### config.mk
export PLATFORM = sky130hd
export DESIGN_NAME = spi_s2p_rx
export DESIGN_NICKNAME = d
export VERILOG_FILES = /design/src/rtl/s2p_pkg.sv /design/src/rtl/s2p_sync_edge.sv /design/src/rtl/spi_s2p_rx.sv
export SDC_FILE = /design/constraint.sdc
export NUM_CORES = 1
export LEC_CHECK = 0
export CAP_MARGIN = 5
export CORE_ASPECT_RATIO = 0.6
export CORE_MARGIN = 10
export CORE_UTILIZATION = 53
export CTS_CLUSTER_DIAMETER = 40
export DETAILED_ROUTE_END_ITERATION = 6
export GPL_TIMING_DRIVEN = 0
export HOLD_SLACK_MARGIN = 0.05
export PLACE_DENSITY = 0.77
export SETUP_SLACK_MARGIN = 0.2
export SLEW_MARGIN = 20
export SYNTH_ARGS = -nofsm -noshare
export SYNTH_HDL_FRONTEND = slang
export SYNTH_SLANG_ARGS = --single-unit
### constraint.sdc
create_clock -name iclk -period 1.64 [get_ports iclk]
set_input_delay 0.328 -clock iclk [delete_from_list [all_inputs] [get_ports iclk]]
set_output_delay 0.328 -clock iclk [all_outputs]
set_load 0.02 [all_outputs]
### src/rtl/s2p_pkg.sv
// Shared types and constants for the SPI serial-to-parallel receiver.
package s2p_pkg;

    // Receiver FSM states
    typedef enum logic [0:0] {
        S2P_IDLE,
        S2P_RECV
    } s2p_state_t;

    // Depth of the spi_clk / serial_in synchronisers
    localparam int unsigned S2P_SYNC_STAGES = 2;

    // Bits per SPI frame: data bits plus an optional trailing parity bit
    function automatic int unsigned s2p_frame_len(input int unsigned word_w,
                                                  input bit          parity_en);
        return parity_en ? word_w + 1 : word_w;
    endfunction

endpackage

### src/rtl/s2p_sync_edge.sv
// Synchronises spi_clk and serial_in into iclk and detects spi_clk edges.
// Both inputs see the same synchroniser depth so data stays aligned to rise.
module s2p_sync_edge
    import s2p_pkg::*;
(
    input  logic iclk,
    input  logic rst,
    input  logic spi_clk,
    input  logic serial_in,
    output logic data_s,
    output logic rise,
    output logic any_edge
);

    logic [S2P_SYNC_STAGES-1:0] clk_sync_q, clk_sync_d;
    logic [S2P_SYNC_STAGES-1:0] dat_sync_q, dat_sync_d;
    logic                       clk_prev_q, clk_prev_d;
    logic                       clk_s;

    assign clk_s = clk_sync_q[S2P_SYNC_STAGES-1];

    // Next-state: shift both synchronisers, remember last synchronised clock
    always_comb begin
        clk_sync_d = {clk_sync_q[S2P_SYNC_STAGES-2:0], spi_clk};
        dat_sync_d = {dat_sync_q[S2P_SYNC_STAGES-2:0], serial_in};
        clk_prev_d = clk_s;
    end

    // Synchroniser and edge-detect flops
    always_ff @(posedge iclk) begin
        if (rst) begin
            clk_sync_q <= '0;
            dat_sync_q <= '0;
            clk_prev_q <= 1'b0;
        end else begin
            clk_sync_q <= clk_sync_d;
            dat_sync_q <= dat_sync_d;
            clk_prev_q <= clk_prev_d;
        end
    end

    assign data_s   = dat_sync_q[S2P_SYNC_STAGES-1];
    assign rise     = clk_s & ~clk_prev_q;
    assign any_edge = clk_s ^ clk_prev_q;

endmodule

### src/rtl/spi_s2p_rx.sv
// SPI serial-to-parallel receiver, fully in the iclk domain.
// Oversamples spi_clk/serial_in, assembles WORD_W-bit words in either bit order,
// aborts partial frames after IDLE_CYCLES without a clock edge, and presents
// words on a valid/ready output register.
// Optional feature: define S2P_RX_PARITY_EN to append an even-parity bit to
// each frame and report mismatches on par_err.
module spi_s2p_rx
    import s2p_pkg::*;
#(
    parameter int unsigned WORD_W      = 8,
    parameter int unsigned IDLE_CYCLES = 4,
    parameter int unsigned MSB_FIRST   = 1
) (
    input  logic              iclk,
    input  logic              rst,
    input  logic              spi_clk,
    input  logic              serial_in,
    input  logic              out_ready,
    output logic              out_valid,
    output logic [WORD_W-1:0] out_word,
    output logic              frame_err,
    output logic              ovr_err,
    output logic              par_err
);

`ifdef S2P_RX_PARITY_EN
    localparam bit PAR_EN = 1'b1;
`else
    localparam bit PAR_EN = 1'b0;
`endif
    localparam int unsigned FRAME_LEN = s2p_frame_len(WORD_W, PAR_EN);
    localparam int unsigned CNT_W     = $clog2(FRAME_LEN + 1);
    localparam int unsigned IDLE_W    = $clog2(IDLE_CYCLES + 1);

    logic data_s, rise, any_edge;

    s2p_sync_edge u_sync_edge (
        .iclk      (iclk),
        .rst       (rst),
        .spi_clk   (spi_clk),
        .serial_in (serial_in),
        .data_s    (data_s),
        .rise      (rise),
        .any_edge  (any_edge)
    );

    s2p_state_t           state_q, state_d;
    logic [CNT_W-1:0]     cnt_q, cnt_d;
    logic [IDLE_W-1:0]    idle_q, idle_d;
    logic [FRAME_LEN-1:0] shreg_q, shreg_d;
    logic [FRAME_LEN-1:0] shreg_shift;
    logic [WORD_W-1:0]    frame_word;
    logic                 frame_ok;
    logic                 complete;
    logic                 timeout;

    logic                 out_valid_q, out_valid_d;
    logic [WORD_W-1:0]    out_word_q, out_word_d;
    logic                 frame_err_q, frame_err_d;
    logic                 ovr_err_q, ovr_err_d;
    logic                 consume;

    // Shift register with the current synchronised data bit inserted
    always_comb begin
        if (MSB_FIRST != 0) begin
            shreg_shift = {shreg_q[FRAME_LEN-2:0], data_s};
        end else begin
            shreg_shift = {data_s, shreg_q[FRAME_LEN-1:1]};
        end
    end

    // Data bits of the frame being completed; a parity bit, if any, sits at
    // the end opposite to the first data bit
    always_comb begin
        if (MSB_FIRST != 0) begin
            frame_word = shreg_shift[FRAME_LEN-1 -: WORD_W];
        end else begin
            frame_word = shreg_shift[WORD_W-1:0];
        end
    end

`ifdef S2P_RX_PARITY_EN
    // Even parity across data and parity bits
    assign frame_ok = ~(^shreg_shift);
`else
    assign frame_ok = 1'b1;
`endif

    // Receive FSM next-state: bit counting, idle timeout, shifting
    always_comb begin
        state_d  = state_q;
        cnt_d    = cnt_q;
        idle_d   = idle_q;
        shreg_d  = shreg_q;
        complete = 1'b0;
        timeout  = 1'b0;
        unique case (state_q)
            S2P_IDLE: begin
                idle_d = '0;
                if (rise) begin
                    shreg_d = shreg_shift;
                    cnt_d   = CNT_W'(1);
                    state_d = S2P_RECV;
                end
            end
            S2P_RECV: begin
                if (rise) begin
                    // An edge always beats a coincident timeout
                    shreg_d = shreg_shift;
                    idle_d  = '0;
                    if (cnt_q == CNT_W'(FRAME_LEN - 1)) begin
                        complete = 1'b1;
                        cnt_d    = '0;
                        state_d  = S2P_IDLE;
                    end else begin
                        cnt_d = cnt_q + 1'b1;
                    end
                end else if (any_edge) begin
                    idle_d = '0;
                end else if (idle_q >= IDLE_W'(IDLE_CYCLES - 1)) begin
                    // This cycle brings the idle count to IDLE_CYCLES
                    timeout = 1'b1;
                    idle_d  = '0;
                    cnt_d   = '0;
                    shreg_d = '0;
                    state_d = S2P_IDLE;
                end else begin
                    idle_d = idle_q + 1'b1;
                end
            end
            default: begin
                state_d = S2P_IDLE;
            end
        endcase
    end

    // Receive FSM state, counters and shift register
    always_ff @(posedge iclk) begin
        if (rst) begin
            state_q <= S2P_IDLE;
            cnt_q   <= '0;
            idle_q  <= '0;
            shreg_q <= '0;
        end else begin
            state_q <= state_d;
            cnt_q   <= cnt_d;
            idle_q  <= idle_d;
            shreg_q <= shreg_d;
        end
    end

    assign consume = out_valid_q & out_ready;

    // Output slot next-state: load on completion when free or being consumed
    always_comb begin
        out_valid_d = out_valid_q;
        out_word_d  = out_word_q;
        ovr_err_d   = 1'b0;
        frame_err_d = timeout;
        if (consume) begin
            out_valid_d = 1'b0;
        end
        // A parity-failed word touches neither the slot nor ovr_err
        if (complete && frame_ok) begin
            if (!out_valid_q || consume) begin
                out_word_d  = frame_word;
                out_valid_d = 1'b1;
            end else begin
                ovr_err_d = 1'b1;
            end
        end
    end

    // Output slot and error pulse registers
    always_ff @(posedge iclk) begin
        if (rst) begin
            out_valid_q <= 1'b0;
            out_word_q  <= '0;
            frame_err_q <= 1'b0;
            ovr_err_q   <= 1'b0;
        end else begin
            out_valid_q <= out_valid_d;
            out_word_q  <= out_word_d;
            frame_err_q <= frame_err_d;
            ovr_err_q   <= ovr_err_d;
        end
    end

    assign out_valid = out_valid_q;
    assign out_word  = out_word_q;
    assign frame_err = frame_err_q;
    assign ovr_err   = ovr_err_q;

`ifdef S2P_RX_PARITY_EN
    logic par_err_q, par_err_d;

    assign par_err_d = complete & ~frame_ok;

    // Parity error pulse register
    always_ff @(posedge iclk) begin
        if (rst) begin
            par_err_q <= 1'b0;
        end else begin
            par_err_q <= par_err_d;
        end
    end

    assign par_err = par_err_q;
`else
    assign par_err = 1'b0;
`endif

endmodule

### Word level (Yosys, flattened, before mapping)

Cells that the tools add are included.

| word-level totals | value |
|---|---|
| register bits after elaboration | 31 |
| output and inout port bits | 12 |
| word-level logic and storage cells | 59 |

| operators by class | value |
|---|---|
| reduce and logical (&&, ||, !) cells | 6 |
| eq/ne operators | 4 |
| multiplexer cells | 29 |
| $add $sub $neg | 2 |
| bitwise logic cells | 6 |
| $lt $le $gt $ge | 1 |

Operator list:

| kind | count |
|---|---|
| 2-to-1 mux 7 bit | 4 |
| 2-to-1 mux 4 bit | 5 |
| one-hot mux 7 bit (2 select lines) | 1 |
| 2-to-1 mux 1 bit | 13 |
| 2-to-1 mux 3 bit | 3 |
| one-hot mux 4 bit (2 select lines) | 1 |
| one-hot mux 3 bit (2 select lines) | 1 |
| adder 4 x 1 -> 4 bit, second input constant | 1 |
| equality test 4 x 3 -> 1 bit, second input constant | 1 |
| OR reduction 4 bit | 1 |
| adder 3 x 1 -> 3 bit, second input constant | 1 |
| greater-or-equal comparator 3 x 2 -> 1 bit, second input constant | 1 |
| != test 3 x 2 -> 1 bit, second input constant | 1 |
| != test 3 bit, second input constant | 1 |
| inverter 1 bit | 3 |
| AND reduction 3 bit | 1 |
| bitwise AND 1 bit | 2 |
| != test 2 bit, second input constant | 1 |
| one-hot mux 1 bit (2 select lines) | 1 |
| AND reduction 2 bit | 1 |
| OR reduction 2 bit | 1 |
| logical NOT 1 bit | 1 |
| logical OR 1 bit | 1 |
| XOR 1 bit | 1 |

### Logic depth before layout (Yosys ltp)

| depth | value |
|---|---|
| depth after elaboration | 6 |
| depth in mapped cells | 6 |

### By module

From an unflattened synthesis, not the netlist that was laid out.

| second synthesis, totals | value |
|---|---|
| cells, all modules | 138 |
| area, all modules | 1310.0 um2 |

Modules (own cells, without submodules):

| module | cells an instance | times used | area an instance (um2) | sequential area each (um2) |
|---|---|---|---|---|
| spi_s2p_rx | 125 | 1 | 1158.6 | 520.5 |
| s2p_sync_edge | 13 | 1 | 151.4 | 100.1 |

### Least setup slack after synthesis

No wires, ideal clock.

| timing path | value |
|---|---|
| kind | reg-to-reg |
| from | register idle_q[0] |
| to | register shreg_q[1] |
| clock period less this slack | 1.431 ns |
| stages on the path, launching flop included | 7 |
| buffers on the path | 1 |
| setup slack | 0.209 ns |
| arrival time | 1.361 ns |
| cell sequence | dfxtp_1 > ha_1 > ha_1 > a211oi_4 > buf_6 > o211ai_1 > a21oi_1 |

| on the way | value |
|---|---|
| cells in the longest elaborated chain, start to end | 3 |

Ends and longest elaborated chain:

| what | RTL line | RTL |
|---|---|---|
| start, declared | spi_s2p_rx.sv:49 | `logic [IDLE_W-1:0] idle_q, idle_d;` |
| start signal, assigned | spi_s2p_rx.sv:147 | `idle_q <= idle_d;` |
| greater-or-equal comparator 3 x 2 -> 1 bit | spi_s2p_rx.sv:120 | `end else if (idle_q >= IDLE_W'(IDLE_CYCLES - 1)) begin` |
| != test 3 x 2 -> 1 bit (no source line) | n/a |  |
| AND reduction 3 bit (no source line) | n/a |  |
| end signal, assigned | spi_s2p_rx.sv:148 | `shreg_q <= shreg_d;` |
| end, declared | spi_s2p_rx.sv:50 | `logic [FRAME_LEN-1:0] shreg_q, shreg_d;` |

Every way passes these cells.
A chain may end at the register's enable or synchronous reset.

### Final worst setup path

| timing path | value |
|---|---|
| from | register idle_q[0] |
| to | register idle_q[0] |

| on the way | value |
|---|---|
| cells in the longest elaborated chain, start to end | 5 |
| elaborated cells between the ends (all ways) | 6 |

Ends and longest elaborated chain:

| what | RTL line | RTL |
|---|---|---|
| adder 3 x 1 -> 3 bit / greater-or-equal comparator 3 x 2 -> 1 bit (equally long branches) | spi_s2p_rx.sv:128, spi_s2p_rx.sv:120 |  |
| 2-to-1 mux 3 bit * | spi_s2p_rx.sv:120 |  |
| 2-to-1 mux 3 bit * | spi_s2p_rx.sv:118 | `end else if (any_edge) begin` |
| 2-to-1 mux 3 bit * | spi_s2p_rx.sv:107 | `if (rise) begin` |
| one-hot mux 3 bit (2 select lines) * | spi_s2p_rx.sv:97 | `unique case (state_q)` |

Mark *: on every way between the ends. The rest lies on a longest branch, timed or not.

==> metrics.md <==
| Metric | Value |
|---|---|
| Outcome | `finished, final reports clean` |
| Mapped Area | `0.00132 mm²` |
| CTS tree | `built` |
| Aggregate global routing overflow | `0` |
| Vias per cell | `5.39` |
| # H-tree levels | `2` |
| Reg-to-Reg Start | `idle_q[0]$_SDFF_PP0_` |
| Seq/Total Area, Yosys | `0.469` |
| Initial core utilization | `0.585` |
| Netlist cell types | `31` |
| Hold-fix buffers, CTS | `0` |
| Gpl congestion | `0.886` |
| Required time of the worst setup path | `1850 ps` |
| Leak | `0.640 nW` |
| Worst Hold Class | `reg2reg` |
| WP buf/inv | `1` |
| P&R area growth vs syn | `28.4%` |
| CP endpoint kind | `flop` |
| Initial antenna violation count | `0` |
| Hold Path Origin | `u_sync_edge.clk_sync_q[0]$_SDFF_PP0_` |
| Hold_ws | `446 ps` |
| Synth Area per Inst | `9.25 µm²` |
| Cell Int Power | `1.28 mW` |
| FF-to-FF setup slack | `150 ps` |
| Post-Syn Instances | `143` |
| Total Routing Usage GR | `0.127` |
| Number of global-route vias before repair | `1107` |
| Crit-path most repeated cell | `ha_4` |
| First-pass GRT wire length | `5.04 mm` |
| Final worst path period share | `0.906` |
| Crit path largest cell delay | `360 ps` |
| Switching Fraction | `0.213` |
| Drt first pass iters | `4` |
| N_diodes | `0` |
| Clock Tree Buf Depth | `2` |
| Wire per inst | `15.4 µm` |
| WHS Endpoint | `u_sync_edge.clk_sync_q[1]$_SDFF_PP0_` |
| Vias | `1073` |
| # rows | `13` |
| Net switching power | `348 µW` |
| Delay-heaviest family, CP | `flip-flops` |
| Dpl ws | `0.442 ps` |
| Detailed-route wire length | `3.07 mm` |
| CP Max Fanout | `5` |
| Post-route setup slack | `154 ps` |
| Worst-Skew Late Latency | `290 ps` |
| Final Setup Violations | `0` |
| Syn nets | `153` |
| Yosys warning count | `0` |
| Crit path max-delay cell type | `dfxtp_4` |
| Peak VDD IR | `570 µV` |
| Layout Skew | `4.79 ps` |
| Clk pin slew, worst setup/hold paths | `70 ps` |
| Post-DRT Antenna Nets | `0` |
| Worst Reg-to-Reg Cells | `6` |
| Largest net degree at the start of global routing | `11` |
| Port Buf Inserts | `15` |
| Slew Viols, Final | `0` |
| Fmax | `0.673 GHz` |
| Sequential power share | `0.470` |
| Clock tree sinks | `31` |
| Die Span Y | `58.7 µm` |
| CORE AREA | `0.00226 mm²` |
| Commonest non-fill, non-tap cells in the layout | `dfxtp_1 (28), nand2_1 (27), a21oi_1 (11), dlygate4sd2_1 (11), o211ai_1 (10)` |
| Commonest non-fill, non-tap cell in the layout | `dfxtp_1` |
| Detailed placement HPWL | `2.05 mm` |
| Die area | `0.00496 mm²` |
| RSZ-0062 raised after global routing | `true` |
| Max-cap violations | `0` |
| Setup TNS | `0 ps` |
| # DRC | `0` |
| Final min period | `1490 ps` |
| Logic pwr share | `0.049` |
| Startpoint types | `flop` |
| Worst hold stages | `1` |
| Overall power | `1.63 mW` |
| Synthesized flop and latch total | `31` |
| R2r endpoint | `idle_q[0]$_SDFF_PP0_` |
| Die W | `84.5 µm` |
| Root Driver | `clkbuf_8` |
| Final Core Density | `0.751` |
| Share of layout cells above drive strength 1 | `0.201` |
| CP Class | `reg2reg` |
| Crit path DAT | `1700 ps` |
| Clock power share | `0.481` |
| CP cell instances | `ha_4, ha_4, a211oi_4, buf_6, nand4_2, nor2_1` |
| Nets | `178` |
| Initial detailed-routing violation count | `67` |
| Num CTS Buffers | `5` |
| Io pins | `17` |
| P per Cell Area | `961 mW/mm²` |
| Fin. Hold Viols | `0` |
==> metal layers <==
layer,global-route usage,vias up,share of wire
met5,0,-,0
met4,0.0491,0,0.014
met3,0.0536,5,0.056
met2,0.211,25,0.47
met1,0.142,509,0.46
li1,-,534,-
==> per-stage QoR <==
stage          instance area, µm²  cells
3_3_place_gp                 1510    188
3_5_place_dp                 1510    188
4_1_cts                      1670    199
2_1_floorplan                1320    143
5_1_grt                      1700    199
6_report                     1700    199
==> cell type report <==
class | instances | area (µm²)
Multi-Input combinational cell | 94 | 656
Sequential cell | 31 | 627
Fill cell | 152 | 563
Timing Repair Buffer | 18 | 166
Clock buffer | 6 | 82.6
Buffer | 10 | 63.8
Tap cell | 30 | 37.5
Clock inverter | 2 | 35.0
Inverter | 8 | 30.0
==> power groups by stage <==
stage / clock network (mW) / logic, mW / registers [mW]
after floorplan: 0 / 0.0493 / 0.783
after global placement: 0 / 0.0705 / 0.783
after detailed placement: 0 / 0.0726 / 0.784
after CTS: 0.787 / 0.0780 / 0.766
after global routing: 0.819 / 0.0884 / 0.767
final: 0.785 / 0.0807 / 0.766
==> synth_stat cells (all sizes together) <==
cell type / number / area share
a21bo: 1 / 0.0076
a211oi: 1 / 0.015
inv: 8 / 0.023
o211ai: 10 / 0.057
nor2b: 5 / 0.024
a21oi: 11 / 0.042
nand4b: 1 / 0.0066
nand3b: 1 / 0.0057
o21ai: 3 / 0.011
mux2i: 9 / 0.068
and4bb: 1 / 0.0095
nor2: 5 / 0.014
nand2: 27 / 0.077
clkbuf: 2 / 0.0057
a21boi: 1 / 0.0057
buf: 8 / 0.043
conb: 1 / 0.0028
ha: 5 / 0.047
nor3: 2 / 0.0076
o32ai: 2 / 0.013
nand2b: 2 / 0.0095
nand4: 1 / 0.0095
nand3: 1 / 0.0038
nor4: 1 / 0.0047
nor3b: 1 / 0.0095
a31oi: 1 / 0.0047
dfxtp: 31 / 0.47
or2: 1 / 0.0047
==> what timing repair did <==
action / CTS / global route
resized for setup: 25 / 4
endpoints found under the setup margin: 35 / 23
gates cloned: 1 / 0
pin swaps: 6 / 7
buffers inserted: 2 / 0
==> worst max-delay path by stage <==
stage	startpoint	end	slack [ps]	cells past startpoint
5_1_grt	idle_q[1]$_SDFF_PP0_	shreg_q[2]$_SDFFE_PP0P_	80	6
2_1_floorplan	idle_q[0]$_SDFF_PP0_	shreg_q[1]$_SDFFE_PP0P_	210	6
3_5_place_dp	rst	shreg_q[0]$_SDFFE_PP0P_	0.4	4
4_1_cts	idle_q[1]$_SDFF_PP0_	idle_q[0]$_SDFF_PP0_	160	6
3_3_place_gp	rst	shreg_q[2]$_SDFFE_PP0P_	20	4
6_report	idle_q[0]$_SDFF_PP0_	idle_q[0]$_SDFF_PP0_	150	6
==> registers in the layout, indices dropped and copies added (netlist names), 2 cells and up <==
name,flops
u_sync_edge.clk_sync_q,2
cnt_q,4
out_word,8
u_sync_edge.dat_sync_q,2
shreg_q,7
idle_q,3
==> worst reg2reg max path: cells and delay by family (launching register included) <==
kind | cells | cell delay, ps
compound gates | 1 | 290
fa+ha+maj | 2 | 320
buf+inv | 1 | 170
flops | 1 | 360
simple gates | 2 | 280
==> kinds of logic (layout without fill, tap and decap cells) <==
kind of cell	Yosys count	after routing	share of synthesized area
other cells	1	1	0.00284
simple gates	49	49	0.185
buf+inv	18	44	0.0709
compound gates	30	30	0.156
fa+ha+maj	5	5	0.0473
mux	9	9	0.0681
flops	31	31	0.469
No activity file was read; power rests on OpenSTA's default activity.
==> edit, RTL diff (config.mk and constraints unchanged) <==
Set the parameter `MSB_FIRST` to 0 (it was 1).
--- a/src/rtl/spi_s2p_rx.sv
+++ b/src/rtl/spi_s2p_rx.sv
@@ -9,7 +9,7 @@
 #(
     parameter int unsigned WORD_W      = 8,
     parameter int unsigned IDLE_CYCLES = 4,
-    parameter int unsigned MSB_FIRST   = 1
+    parameter int unsigned MSB_FIRST   = 0
 ) (
     input  logic              iclk,
     input  logic              rst,
Behaviour: same outputs for any inputs over 10 cycles, from zero or initial values and one cycle with rst high; that may be too few to reach the edited logic, so the function may still have changed.
==> edit against the unedited design <==
Worst setup slack worse by 0.0073 ns. Global-route usage about the same. Synthesized area up 4.2%. Hold slack worse by 0.0072 ns. Synthesized cell count down 0.70%. Power down 7.3%. Non-clock buffer count up 2. Core utilization down 2.8 points. Largest cell class unchanged. Design area up 5.9%. Routed wire length up 2.2%. Sequential cell count unchanged.
==> edit: results (changes against the unedited design) <==
\begin{tabular}{lr}
\hline
Metric & Value \\
\hline
\multicolumn{2}{l}{\textbf{Global route}} \\
Overall fraction of global-route tracks in use & 0.127 (+0.000142) \\
Number of global-route vias before repair & 1051 (-5.1\%) \\
Global-route wire length before repair & 5120 um (+1.5\%) \\
\multicolumn{2}{l}{\textbf{Power and ir drop}} \\
Sequential cell power & 0.000767 W (about the same) \\
Leakage & 0.650 nW (+1.6\%) \\
Power dissipated in the clock network & 0.000656 W (-16\%) \\
Maximum VDD drop & 0.000553 V (-3.1\%) \\
Internal power of the cells & 0.00118 W (-7.8\%) \\
\multicolumn{2}{l}{\textbf{Timing}} \\
Crit share post-route & 0.911 (+0.00447) \\
Worst Hold Slack & 0.439 ns (-0.00720 ns) \\
Layout Skew & 0.00484 ns (+0.0000540 ns) \\
\multicolumn{2}{l}{\textbf{Drt}} \\
Detailed router's first-iteration violation count & 63 (-6.0\%) \\
Met1 wire length & 1340 um (-4.6\%) \\
Wire length on met3 & 218 um (+26\%) \\
Routed met2 length & 1490 um (+2.8\%) \\
Average vias per placed instance & 5.57 (+3.3\%) \\
\multicolumn{2}{l}{\textbf{Worst setup path}} \\
Critical Path Slowest Stage Cell & sky130\_fd\_sc\_hd\_\_dfxtp\_2 \\
End of the critical path & cnt\_q[2]\$\_SDFFE\_PP0P\_ \\
R2r startpoint & idle\_q[1]\$\_SDFF\_PP0\_ \\
Top delay family on crit path & compound AO/OA/AOI/OAI gates \\
\multicolumn{2}{l}{\textbf{Placement}} \\
Dpl hpwl & 2080 um (+1.7\%) \\
IO buf count & 14 (-1) \\
Pre-CTS setup slack & 0.000916 ns (+0.000475 ns) \\
Post-place instance area & 0.00156 mm2 (+3.1\%) \\
\multicolumn{2}{l}{\textbf{Logic synthesis}} \\
Post-synthesis sequential area ratio & 0.450 (-0.0188) \\
Cells taking the most area after synthesis & sky130\_fd\_sc\_hd\_\_dfxtp\_1 (45\%), sky130\_fd\_sc\_hd\_\_nand2b\_1 (9.1\%), sky130\_fd\_sc\_hd\_\_mux2i\_1 (6.5\%), sky130\_fd\_sc\_hd\_\_o211ai\_1 (5.4\%), sky130\_fd\_sc\_hd\_\_ha\_1 (4.5\%) \\
Share of flip-flops with an asynchronous set or reset after synthesis & 0 (unchanged) \\
Library cells used by synthesis & 33 (+6.5\%) \\
\multicolumn{2}{l}{\textbf{Final layout}} \\
Share of layout cells above drive strength 1 & 0.253 (+0.0518) \\
Post-layout nets & 179 (+0.56\%) \\
\multicolumn{2}{l}{\textbf{Min path}} \\
Terminating pin of the worst hold path & u\_sync\_edge.dat\_sync\_q[1]\$\_SDFF\_PP0\_ \\
\multicolumn{2}{l}{\textbf{Status}} \\
Status & finished, final reports clean \\
\hline
\end{tabular}
==> edit: cell count changes after synthesis, moves of 2 or more <==
cell                       before  now
sky130_fd_sc_hd__buf_2          3    1
sky130_fd_sc_hd__clkbuf_1       2    4
sky130_fd_sc_hd__nand2_1       27    8
sky130_fd_sc_hd__nand2b_1       2   20
==> edit: metrics by stage <==
stage	power (W)	utilization	cells
after floorplan	0.000838	-	142
after global placement	0.000857	0.626	188
after detailed placement	0.000861	0.626	188
after CTS	0.00151	0.692	201
after global routing	0.00156	0.723	202
final	0.00151	0.723	202
==> edit: what timing repair did <==
action                                 in CTS  in global routing
pin swaps                                   6                  6
buffers inserted                            4                  1
cloned                                      1                  0
endpoints found under the hold margin       0                  0
resized for setup                          24                 15
setup endpoints to repair                  35                 25
==> edit: worst register-to-register path, cell delays in order, from the launching register on <==
cell and delay (ns):
sky130_fd_sc_hd__dfxtp_2 0.35, sky130_fd_sc_hd__ha_4 0.17, sky130_fd_sc_hd__ha_4 0.16, sky130_fd_sc_hd__a211oi_4 0.29, sky130_fd_sc_hd__buf_4 0.17, sky130_fd_sc_hd__o211ai_1 0.08
sky130_fd_sc_hd__a31oi_1 0.19
==> edit: cell families after synthesis <==
family,share of synthesized area
multiplexers,0.0654
other,0.00272
AND/OR/NAND/NOR,0.219
flip-flops,0.451
adder cells (fa/ha/maj),0.0454
AO/OA/AOI/OAI,0.151
buffers and inverters,0.0663
==> edit: final cells by class <==
class / count / area [um2]
buffer: 10 / 65.1
inverter: 7 / 26.3
timing repair buffer: 20 / 175
sequential: 31 / 633
fill: 176 / 689
clock buffer: 8 / 100
tap: 32 / 40.0
multi-input combinational: 94 / 758
==> edit: per-layer routing <==
layer  vias up  global-route usage
met3        16              0.0453
li1        538                   -
met4         0              0.0584
met5         -                   0
met1       534               0.153
met2        37               0.198
